--- src/rtl/expr_ctrl.sv ---
`default_nettype none
// ============================================================================
// Module   : expr_ctrl
// Purpose  : Streaming evaluator for single-digit "+"/"*" expressions ending in "=".
// Revision : 1.0 - initial release
// ============================================================================
module expr_ctrl #(
    parameter int RW = 8
) (
    input  logic          clk,
    input  logic          clr,
    input  logic          in_valid,
    input  logic [7:0]    in,
    output logic          in_ready,
    output logic          res_valid,
    input  logic          res_ready,
    output logic [RW-1:0] result,
    output logic          err
);

    typedef enum logic [2:0] {
        S_IDLE = 3'd0,
        S_OPND = 3'd1,
        S_OPER = 3'd2,
        S_ERR  = 3'd3,
        S_DONE = 3'd4
    } state_t;

    localparam logic [1:0] c_OP_NONE = 2'd0;
    localparam logic [1:0] c_OP_ADD  = 2'd1;
    localparam logic [1:0] c_OP_MUL  = 2'd2;

    localparam logic [7:0] c_CH_ZERO = 8'h30;
    localparam logic [7:0] c_CH_NINE = 8'h39;
    localparam logic [7:0] c_CH_PLUS = 8'h2B;
    localparam logic [7:0] c_CH_STAR = 8'h2A;
    localparam logic [7:0] c_CH_EQ   = 8'h3D;

    state_t        r_state;
    logic [RW-1:0] r_sum;
    logic [RW-1:0] r_prod;
    logic [RW-1:0] r_result;
    logic [1:0]    r_op;
    logic          r_err;
    logic          r_in_ready;
    logic          r_res_valid;

    logic          w_accept;
    logic          w_is_digit;
    logic          w_is_op;
    logic          w_is_eq;
    logic [7:0]    w_dig8;
    logic [RW-1:0] w_digit;
    logic [RW-1:0] w_mul;
    logic [RW-1:0] w_total;

    assign w_accept   = in_valid & r_in_ready;
    assign w_is_digit = (in >= c_CH_ZERO) && (in <= c_CH_NINE);
    assign w_is_op    = (in == c_CH_PLUS) || (in == c_CH_STAR);
    assign w_is_eq    = (in == c_CH_EQ);
    assign w_dig8     = in - c_CH_ZERO;
    assign w_digit    = RW'(w_dig8[3:0]);
    // Sum holds completed terms, prod the term still open, so "*" binds tighter.
    assign w_mul      = r_prod * w_digit;
    assign w_total    = r_sum + r_prod;

    always_ff @(posedge clk or posedge clr) begin
        if (clr) begin
            r_state     <= S_IDLE;
            r_sum       <= '0;
            r_prod      <= '0;
            r_op        <= c_OP_NONE;
            r_result    <= '0;
            r_err       <= 1'b0;
            r_in_ready  <= 1'b1;
            r_res_valid <= 1'b0;
        end else if (r_state == S_DONE) begin
            if (res_ready) begin
                r_state     <= S_IDLE;
                r_in_ready  <= 1'b1;
                r_res_valid <= 1'b0;
            end
        end else if (w_accept) begin
            if (w_is_eq) begin
                // Every state reaches DONE on "=": only a complete operand yields a value.
                r_state     <= S_DONE;
                r_in_ready  <= 1'b0;
                r_res_valid <= 1'b1;
                if (r_state == S_OPND) begin
                    r_result <= w_total;
                    r_err    <= 1'b0;
                end else begin
                    r_result <= '0;
                    r_err    <= 1'b1;
                end
            end else begin
                case (r_state)
                    S_IDLE: begin
                        if (w_is_digit) begin
                            r_prod  <= w_digit;
                            r_sum   <= '0;
                            r_op    <= c_OP_NONE;
                            r_state <= S_OPND;
                        end else begin
                            r_state <= S_ERR;
                        end
                    end
                    S_OPND: begin
                        if (w_is_op) begin
                            r_op    <= (in == c_CH_STAR) ? c_OP_MUL : c_OP_ADD;
                            r_state <= S_OPER;
                        end else begin
                            r_state <= S_ERR;
                        end
                    end
                    S_OPER: begin
                        if (w_is_digit) begin
                            if (r_op == c_OP_MUL) begin
                                r_prod <= w_mul;
                            end else begin
                                r_sum  <= w_total;
                                r_prod <= w_digit;
                            end
                            r_state <= S_OPND;
                        end else begin
                            r_state <= S_ERR;
                        end
                    end
                    S_ERR:   r_state <= S_ERR;
                    default: r_state <= S_IDLE;
                endcase
            end
        end
    end

    assign in_ready  = r_in_ready;
    assign res_valid = r_res_valid;
    assign result    = r_result;
    assign err       = r_err;

endmodule
`default_nettype wire

--- config.mk ---
export PLATFORM = sky130hd
export DESIGN_NAME = expr_ctrl
export DESIGN_NICKNAME = d
export VERILOG_FILES = /design/src/rtl/expr_ctrl.sv
export SDC_FILE = /design/constraint.sdc
export NUM_CORES = 1
export LEC_CHECK = 0
export ABC_AREA = 1
export BUFFER_PORTS_ARGS = -buffer_cell sky130_fd_sc_hd__clkbuf_2
export CAP_MARGIN = 30
export CORE_ASPECT_RATIO = 0.75
export CORE_MARGIN = 5
export CORE_UTILIZATION = 55
export CTS_CLUSTER_SIZE = 10
export DETAILED_ROUTE_END_ITERATION = 8
export PLACE_DENSITY = 0.75
export RECOVER_POWER = 25
export SLEW_MARGIN = 20
export SYNTH_ARGS = -nofsm -noshare
export SYNTH_HDL_FRONTEND = slang
export SYNTH_SLANG_ARGS = --single-unit
--- constraint.sdc ---
create_clock -name clk -period 7.28 [get_ports clk]
set_clock_uncertainty 0.1 [all_clocks]
set_input_delay 0.364 -clock clk [delete_from_list [all_inputs] [get_ports clk]]
set_output_delay 0.364 -clock clk [all_outputs]
set_load 0.02 [all_outputs]
## After elaboration in Yosys (flattened, before gate mapping)

Index checks and enable logic that the tools add are counted.

- Memory bits (writable): 0
- Output and inout bits: 11
- Input port bits: 12
- Bits in latches: 0
- Memories: 0
- ROM bits: 0
- Flip-flop bits (word level): 32

- Mux-type cells: 29
- Equal/unequal tests: 13
- $mul: 1
- Bitwise operators: 3
- Div/mod/pow operators: 0
- Add/sub/neg operators: 2
- $lt $le $gt $ge: 2
- Reduce and logical (&&, ||, !) cells: 14
- Shift-type cells: 0

Operators with widths:

| cell | count |
|---|---|
| 8-bit 2-to-1 mux | 7 |
| 8-bit case mux with 2 select lines | 2 |
| 8-bit by 6-bit == test with 1-bit output (second input constant) | 3 |
| 3-bit 2-to-1 mux | 4 |
| 6-bit AND reduction | 2 |
| 1-bit 2-to-1 mux | 10 |
| 2-bit inequality test (second input constant) | 5 |
| 3-bit case mux with 3 select lines | 1 |
| 8-bit adder | 1 |
| 8-bit by 6-bit greater-or-equal comparator with 1-bit output (second input constant) | 1 |
| 8-bit by 6-bit less-or-equal comparator with 1-bit output (second input constant) | 1 |
| 8-bit by 4-bit multiplier with 8-bit output | 1 |
| 2-bit 2-to-1 mux | 4 |
| 2-bit nonzero test | 4 |
| 7-bit AND reduction | 1 |
| 3-bit by 2-bit == test with 1-bit output (second input constant) | 2 |
| 3-bit AND reduction | 2 |
| 2-bit case mux with 2 select lines | 1 |
| 4-bit by 1-bit subtractor with 4-bit output (second input constant) | 1 |
| 3-bit by 1-bit == test with 1-bit output (second input constant) | 1 |
| 3-bit == test (second input constant) | 1 |
| 3-bit logical NOT | 1 |
| 2-bit == test (second input constant) | 1 |
| 1-bit NOT | 2 |
| other kinds (5) | 5 |

## Depth between registers and ports, before layout

Gate-level depths: netlist (run 1).

- Depth after elaboration: 7
- Mapped depth: 16

## Worst setup path after synthesis (run 1)

OpenSTA, ideal clock, no wires.

- Path type: input-to-reg
- From: in in[3]
- To: reg r_prod[5]
- Setup time: 0.117 ns
- Stages on the path: 13
- Buffers on the path: 1
- Setup slack: 4.384 ns
- Arrival time: 2.679 ns
- Path through: buf_6 nand2_1 inv_1 fa_1 inv_1 fa_1 inv_1 ha_1 a21oi_1 nand2_1 or2_2 nand3_1 nand2_1

- Cells in the longest elaborated chain, start to end: 5

RTL lines:

| item | line | text |
|---|---|---|
| start: declaration | 13 | `input logic [7:0] in,` |
| 4-bit by 1-bit subtractor with 4-bit output | 61 | `assign w_dig8 = in - c_CH_ZERO;` |
| 8-bit by 4-bit multiplier with 8-bit output | 64 | `assign w_mul = r_prod * w_digit;` |
| 8-bit 2-to-1 mux | 118 | `if (r_op == c_OP_MUL) begin` |
| 8-bit 2-to-1 mux | 117 | `if (w_is_digit) begin` |
| 8-bit case mux with 2 select lines | 97 | `case (r_state)` |
| end signal: assignment | 100 | `r_prod <= w_digit;` |
| end signal: assignment | 119 | `r_prod <= w_mul;` |
| end signal: assignment | 122 | `r_prod <= w_digit;` |
| end: declaration | 41 | `logic [RW-1:0] r_prod;` |

Several ways; a longest one is shown, not always the timed one. The select of a mux whose other input is x is not followed.
A chain may end at the register's enable or synchronous reset.

## Worst setup path after layout (run 1)

- From: reg r_prod[1]
- To: reg r_prod[5]

- Cells in the longest elaborated chain, start to end: 4

RTL lines:

| item | line |
|---|---|
| 8-bit by 4-bit multiplier with 8-bit output | 64 |
| 8-bit 2-to-1 mux | 118 |
| 8-bit 2-to-1 mux | 117 |
| 8-bit case mux with 2 select lines | 97 |

No other way between the ends. The select of a mux whose other input is x is not followed.

==> summary.md, run 1 <==
| Metric | Value |
|---|---|
| Final Cycle Share | 0.420 |
| Final wirelength | 5.11 mm |
| Delay-heaviest family, CP | adder cells |
| Number of global-route vias before repair | 2022 |
| Number of hold-repair buffers added at the cts stage | 0 |
| CP peak stage delay | 0.53 ns |
| Slew Limit Fails | 33 |
| Post-Synth Adder-Cell Area | 0.153 |
| Detail Route Antenna Nets | 0 |
| Worst hold path depth | 3 |
| Worst Hold Path EP | in_ready$_DFFE_PP1P_ |
| RSZ-0062 raised after global routing | false |
| GPL Wtd Cong | 0.907 |
| Core area | 0.00447 mm^2 |
| Die X-Extent | 88.4 um |
| Power, Total | 0.000339 W |
| Max_cap viols | 1 |
| Fin crit period | 3.06 ns |
| Syn. warnings | 0 |
| Nets | 400 |
| R2R Setup Slk | 4.22 ns |
| Post-CTS Resized | 0 |
| Antenna violations before repair | 0 |
| Cell Rows | 21 |
| Peak Freq | 0.327 GHz |
| WP depth | 12 |
| Static Leak | 1.73 nW |
| Worst path buffer plus inverter count | 3 |
| Clk sinks | 32 |
| Final Setup Violations | 0 |
| Fin util | 0.621 |
| Placed insts | 413 |
| Initial core utilization | 0.568 |
| Pin count of the biggest net entering global routing | 33 |
| Crit Path Max Fanout | 7 |
| Power density cells | 122 mW/mm^2 |
| Vias | 2097 |
| Sequential fraction of design power | 0.524 |
| Crit. End Element | flip-flop |
| Die H | 68.8 um |
| CTS tree | yes |
| Critical path's slowest cell | fa_1 |
| CP cell instances | nand2_1 > inv_1 > fa_1 > inv_1 > fa_1 > inv_1 > ha_1 > a21oi_1 > nand2_1 > or2_2 > nand3_1 > nand2_1 |
| Compound-Gate Fraction of Synth Area | 0.0489 |
| Worst VDD drop | 0.0877 mV |
| Setup Buffers After CTS | 0 |
| Post-DP HPWL | 4.10 mm |
| Grt total ovfl | 0 |
| Fin Setup TNS | 0 ns |
| CP arrival | 3.14 ns |
| Sequential share of the synthesized area | 0.316 |
| Reg2reg start | r_prod[1]$_DFFE_PP0P_ |
| Root Driver | clkbuf_8 |
| Failing checks | capacitance limit, slew limit |
| Hold Vio Cnt, Final | 0 |
| Final Cell Area | 0.00278 mm^2 |
| Dpl cell area | 0.00269 mm^2 |
| NetSw | 0.0000808 W |
| First-pass GRT wire length | 9.26 mm |
| GRT Util Overall | 0.199 |
| Hold_sp | res_ready |
| Detailed Routing Iterations Pass 1 | 4 |
| Largest family of logic cells by synthesized area | simple AND/OR/NAND/NOR gates |
| Htree depth | 2 |
| Switching share of power | 0.238 |
| CTS max path bufs | 2 |
| Rel. slew slack | -0.126 |
| CTS clock-pin slew for the worst setup and hold paths | 0.07 ns |
| Worst slew pin tran | 1.69 ns |
| Commonest non-fill, non-tap cells in the layout | nand2_1 (123), inv_1 (49), dfrtp_1 (31) |
| Syn_nets | 374 |
| Clk pwr share | 0.433 |
| Crit Path Class | reg2reg |
| Num CTS Buffers | 5 |
| Int Pwr | 0.000258 W |
| Cells after Synth | 337 |
| R2R cell count | 12 |
| Port Buffers | 22 |
| Worst Hold Class | in2reg |
| Worst EP required | 7.36 ns |
| Non-filler instance count after layout | 421 |
| Syn_area_per_cell | 7.52 um^2 |
| #FFs+latches synth | 32 |
| ANT cells | 0 |
| Post-Synth Simple-Gate Area | 0.354 |
| Avg WL per Cell | 12.1 um |
| Area Growth Syn to Fin | 9.48% |
| 1st-iter DRT viols | 84 |
| Worst skew pair latency | 0.29 ns |
| Layout filler cell count | 417 |
| I/O Pins | 23 |
| Layout cell share with drive strength beyond 1 | 0.154 |
| Post-Syn Area | 0.00253 mm^2 |
| Distinct cells, synth | 28 |
| CP startpoint kind | flip-flop |
| Vias/cell | 4.98 |
| Worst r2r dst | r_prod[5]$_DFFE_PP0P_ |
| Status | finished, violations left |
| # DRC | 0 |
| Logic pwr share | 0.042 |
| Die area | 0.00608 mm^2 |
| Post-synthesis xor/xnor area fraction | 0.0311 |
| Mux share of post-synthesis cell area | 0 |
| Commonest non-fill, non-tap cell in the layout | nand2_1 |
-- worst max path at each step --
stage / startpoint / to / slack (ns)
2_1_floorplan: in[3] / r_prod[5]$_DFFE_PP0P_ / 4.38
3_3_place_gp: in[3] / r_prod[5]$_DFFE_PP0P_ / 4.22
3_5_place_dp: in[3] / r_prod[5]$_DFFE_PP0P_ / 4.16
4_1_cts: r_prod[1]$_DFFE_PP0P_ / r_prod[5]$_DFFE_PP0P_ / 4.23
5_1_grt: r_prod[1]$_DFFE_PP0P_ / r_prod[7]$_DFFE_PP0P_ / 4.06
6_report: r_prod[1]$_DFFE_PP0P_ / r_prod[5]$_DFFE_PP0P_ / 4.22
-- metrics by stage --
| stage | setup WS, ns | hold slack (ns) |
|---|---|---|
| after floorplan | 4.38 | 0.353 |
| after global placement | 4.22 | 0.346 |
| after detailed placement | 4.16 | 0.349 |
| after CTS | 4.23 | 0.0299 |
| after global routing | 4.06 | 0.236 |
| final | 4.22 | 0.233 |
-- layer usage --
metal,vias up,global-route usage,routed length (um)
met2,40,0.311,2180
met1,957,0.277,2620
met5,-,0,0
met4,0,0.0585,82
met3,10,0.0463,230
li1,1090,-,-
-- flip-flops by register name (all words and copies together), names as in the netlist --
name       cells
r_sum          8
res_valid      1
err            1
r_prod         8
r_op           2
in_ready       1
r_state        3
result         8
-- layout make-up --
| cell class | instances | area, um^2 | share of cell area |
|---|---|---|---|
| Timing Repair Buffer | 23 | 114 | 0.0410 |
| Tap cell | 57 | 71.3 | 0.0257 |
| Inverter | 55 | 206 | 0.0744 |
| Multi-Input combinational cell | 246 | 1490 | 0.536 |
| Sequential cell | 32 | 802 | 0.289 |
| Clock buffer | 7 | 86.3 | 0.0311 |
| Clock inverter | 1 | 7.51 | 0.00271 |
-- synth_stat cells, drive strengths merged --
| library cell | number | area share |
|---|---|---|
| ha | 15 | 0.074 |
| fa | 10 | 0.079 |
| dfrtp | 31 | 0.31 |
| or2 | 2 | 0.0049 |
| nor3 | 2 | 0.0039 |
| o21bai | 1 | 0.0030 |
| nand4 | 5 | 0.012 |
| buf | 4 | 0.015 |
| nor2 | 22 | 0.056 |
| xor2 | 9 | 0.031 |
| nand3b | 2 | 0.0059 |
| a21boi | 1 | 0.0030 |
| dfstp | 1 | 0.010 |
| inv | 55 | 0.081 |
| nand3 | 26 | 0.056 |
| o22ai | 2 | 0.0049 |
| nand2 | 132 | 0.21 |
| a21oi | 7 | 0.018 |
| o21ai | 10 | 0.020 |
-- power by group through the flow --
stage	Combinational, W	Clock, W	Sequential (W)
6_report	0.0000144	0.000147	0.000178
5_1_grt	0.0000169	0.000155	0.000178
4_1_cts	0.0000151	0.000149	0.000178
3_5_place_dp	0.0000150	0	0.000181
3_3_place_gp	0.0000147	0	0.000181
2_1_floorplan	0.0000110	0	0.000181
-- worst register-to-register path: cells and delay by family (launching register included) --
kind / cells / cell delay, ns
fa+ha+maj: 3 / 1.40
compound gates: 1 / 0.21
simple gates: 5 / 0.59
flops: 1 / 0.49
buf+inv: 3 / 0.15
-- kinds of logic (layout without fill, tap and decap cells) --
kind of cell | Yosys count | count (layout)
XOR/XNOR | 9 | 9
AO/OA/AOI/OAI | 21 | 21
buffers and inverters | 59 | 86
AND/OR/NAND/NOR | 191 | 191
adder cells (fa/ha/maj) | 25 | 25
flip-flops | 32 | 32
Note: power is estimated with default switching activity, not from simulation.
==> run 2: changes to the inputs <==
Clock period 7.28 ns to 2.85 ns, I/O delays scaled along.
==> run 2 against run 1 <==
Compared with the run above:
- the run still ends with capacitance limit, slew limit left
- combinational power rose to 3.0 times the previous value
- clock-buffer cell count down 2
- cell count up 3.3%
- largest power group unchanged
- first-iteration DRC count up 65%
- critical path type unchanged
- non-clock buffer count up 14
- utilization up 3.8 points
- sequential power rose to 2.6 times the previous value
==> summary.md, run 2 (synthesized netlist as in run 1, its figures left out) <==
| Metric | Value |
|---|---|
| Peak Freq | 0.363 GHz (was 0.327 GHz) |
| Initial core utilization | 0.568 (unchanged) |
| GPL Wtd Cong | 0.890 (was 0.907) |
| I/O Pins | 23 (unchanged) |
| Avg WL per Cell | 12.0 um (was 12.1 um) |
| Vias/cell | 5.00 (was 4.98) |
| Num CTS Buffers | 5 (unchanged) |
| Root Driver | clkbuf_8 (unchanged) |
| CTS clock-pin slew for the worst setup and hold paths | 0.08 ns (was 0.07 ns) |
| Worst setup path end | r_prod[5]$_DFFE_PP0P_ (unchanged) |
| Post-DP HPWL | 4.08 mm (was 4.10 mm) |
| Failing checks | capacitance limit, slew limit (unchanged) |
| Worst r2r dst | r_prod[5]$_DFFE_PP0P_ (unchanged) |
| Worst hold path depth | 3 (unchanged) |
| ANT cells | 0 (unchanged) |
| Vias | 2176 (was 2097) |
| Worst EP required | 2.93 ns (was 7.36 ns) |
| Crit. End Element | flip-flop (unchanged) |
| Non-filler instance count after layout | 435 (was 421) |
| Crit Path Class | reg2reg (unchanged) |
| Worst skew pair latency | 0.29 ns (about the same) |
| Core area | 0.00447 mm^2 (unchanged) |
| Number of global-route vias before repair | 2137 (was 2022) |
| CP arrival | 2.84 ns (was 3.14 ns) |
| Die X-Extent | 88.4 um (unchanged) |
| Setup slack after layout | 0.0925 ns (was 4.22 ns) |
| Cell Rows | 21 (unchanged) |
| Fin crit period | 2.76 ns (was 3.06 ns) |
| CP startpoint kind | flip-flop (unchanged) |
| Grt total ovfl | 0 (unchanged) |
| Hold Vio Cnt, Final | 0 (unchanged) |
| GRT Util Overall | 0.196 (was 0.199) |
| Die area | 0.00608 mm^2 (unchanged) |
| Crit Path Max Fanout | 4 (was 7) |
| # DRC | 0 (unchanged) |
| Htree depth | 2 (unchanged) |
| Critical path origin | r_prod[2]$_DFFE_PP0P_ (was r_prod[1]$_DFFE_PP0P_) |
| Max_cap viols | 1 (unchanged) |
| Power density cells | 292 mW/mm^2 (was 122 mW/mm^2) |
| Commonest non-fill, non-tap cell in the layout | nand2_1 (unchanged) |
| Place WS | 0.00843 ns (was 4.16 ns) |
| Power, Total | 0.000860 W (was 0.000339 W) |
| R2R cell count | 11 (was 12) |
| Final Cell Area | 0.00295 mm^2 (was 0.00278 mm^2) |
| Fin Hold WS | 0.00983 ns (was 0.233 ns) |
| Antenna violations before repair | 0 (unchanged) |
| Slew Limit Fails | 33 (unchanged) |
| Worst slew pin tran | 1.73 ns (was 1.69 ns) |
| Pin count of the biggest net entering global routing | 33 (unchanged) |
| Clk sinks | 32 (unchanged) |
| Rel. slew slack | -0.156 (was -0.126) |
| Detailed Routing Iterations Pass 1 | 5 (was 4) |
| Final Setup Violations | 0 (unchanged) |
| Static Leak | 1.79 nW (was 1.73 nW) |
| Die H | 68.8 um (unchanged) |
| Port Buffers | 22 (unchanged) |
| Area Growth Syn to Fin | 16.2% (was 9.48%) |
| Reg2reg start | r_prod[2]$_DFFE_PP0P_ (was r_prod[1]$_DFFE_PP0P_) |
| Status | finished, violations left (unchanged) |
| Layout filler cell count | 399 (was 417) |
| Detail Route Antenna Nets | 0 (unchanged) |
| 1st-iter DRT viols | 139 (was 84) |
| Layout cell share with drive strength beyond 1 | 0.212 (was 0.154) |
| Nets | 414 (was 400) |
| CTS max path bufs | 2 (unchanged) |
| Commonest non-fill, non-tap cells in the layout | nand2_1 (123), inv_1 (47), dfrtp_1 (30) (was nand2_1 (123), inv_1 (49), dfrtp_1 (31)) |
| RSZ-0062 raised after global routing | true (was false) |
| Worst VDD drop | 0.226 mV (was 0.0877 mV) |
| CTS tree | yes (unchanged) |
| Final Cycle Share | 0.968 (was 0.420) |
| Placed insts | 424 (was 413) |
| Dpl cell area | 0.00278 mm^2 (was 0.00269 mm^2) |
| Final wirelength | 5.20 mm (was 5.11 mm) |
| Worst Hold Class | in2reg (unchanged) |
| First-pass GRT wire length | 9.39 mm (was 9.26 mm) |
| R2R Setup Slk | 0.09 ns (was 4.22 ns) |
==> run 2: changes by cell type in the layout (fill, tap and decap cells not counted), sizes merged <==
cell         before  now
dlygate4sd3       0    1
clkinv            0    1
clkinvlp          1    2
clkbuf           30   28
buf               0   13
==> run 2: report_power, final <==
group | total (W) | internal, W | switching, W | leakage (nW)
registers | 0.000454 | 0.000454 | 0 | 0.426
logic | 0.0000429 | 0.0000133 | 0.0000296 | 1.32
clock network | 0.000363 | 0.000173 | 0.000190 | 0.0404
==> run 2: final cells by class <==
| type | count | area (um^2) | share of cell area |
|---|---|---|---|
| repair buffers | 37 | 221 | 0.0752 |
| clock inverters | 3 | 23.8 | 0.00807 |
| well taps | 57 | 71.3 | 0.0242 |
| multi-input cells | 246 | 1550 | 0.527 |
| inverters | 55 | 206 | 0.0701 |
| flip-flops and latches | 32 | 803 | 0.273 |
| clock buffers | 5 | 68.8 | 0.0234 |
==> run 2: worst min-delay path by stage <==
| stage | slack, ns | endpoint | startpoint |
|---|---|---|---|
| after global routing | 0.03 | in_ready$_DFFE_PP1P_ | res_ready |
| after detailed placement | 0.14 | res_valid$_DFFE_PP0P_ | clr |
| after floorplan | 0.16 | err$_DFFE_PP0P_ | clr |
| after global placement | 0.13 | res_valid$_DFFE_PP0P_ | clr |
| after CTS | 0.009 | in_ready$_DFFE_PP1P_ | res_ready |
| final | 0.01 | in_ready$_DFFE_PP1P_ | res_ready |
==> run 2: worst max-delay path: stages, from the launching register on <==
cell	delay, ns
dfrtp_1	0.37
buf_4	0.14
nand2_1	0.06
fa_1	0.50
inv_1	0.06
fa_1	0.54
ha_1	0.33
nand3_1	0.09
nand2_1	0.07
or2_2	0.27
nand3_1	0.09
nand2_1	0.05
==> run 2: metal layers <==
layer | GRT usage | share of wire | vias to the layer above | wire length [um]
li1 | - | - | 1116 | -
met1 | 0.275 | 0.51 | 1006 | 2630
met2 | 0.323 | 0.44 | 51 | 2290
met3 | 0.0321 | 0.048 | 3 | 252
met4 | 0.0396 | 0.0044 | 0 | 23
met5 | 0 | 0 | - | 0
==> run 2: timing repair <==
item / 4_1_cts / 5_1_grt
hold endpoints to repair: 31 / 0
pin swaps: 0 / 4
setup buffers: 0 / 2
hold buffers: 1 / 0
resized for setup: 1 / 10
gates cloned: 0 / 0
setup endpoints to repair: 1 / 3
==> run 2: per-stage QoR <==
step / TNS [ns] / utilization
finish: 0 / 0.660
global route: -0.0217 / 0.660
CTS: 0 / 0.646
detailed placement: 0 / 0.622
global placement: 0 / 0.622
floorplan: 0 / -
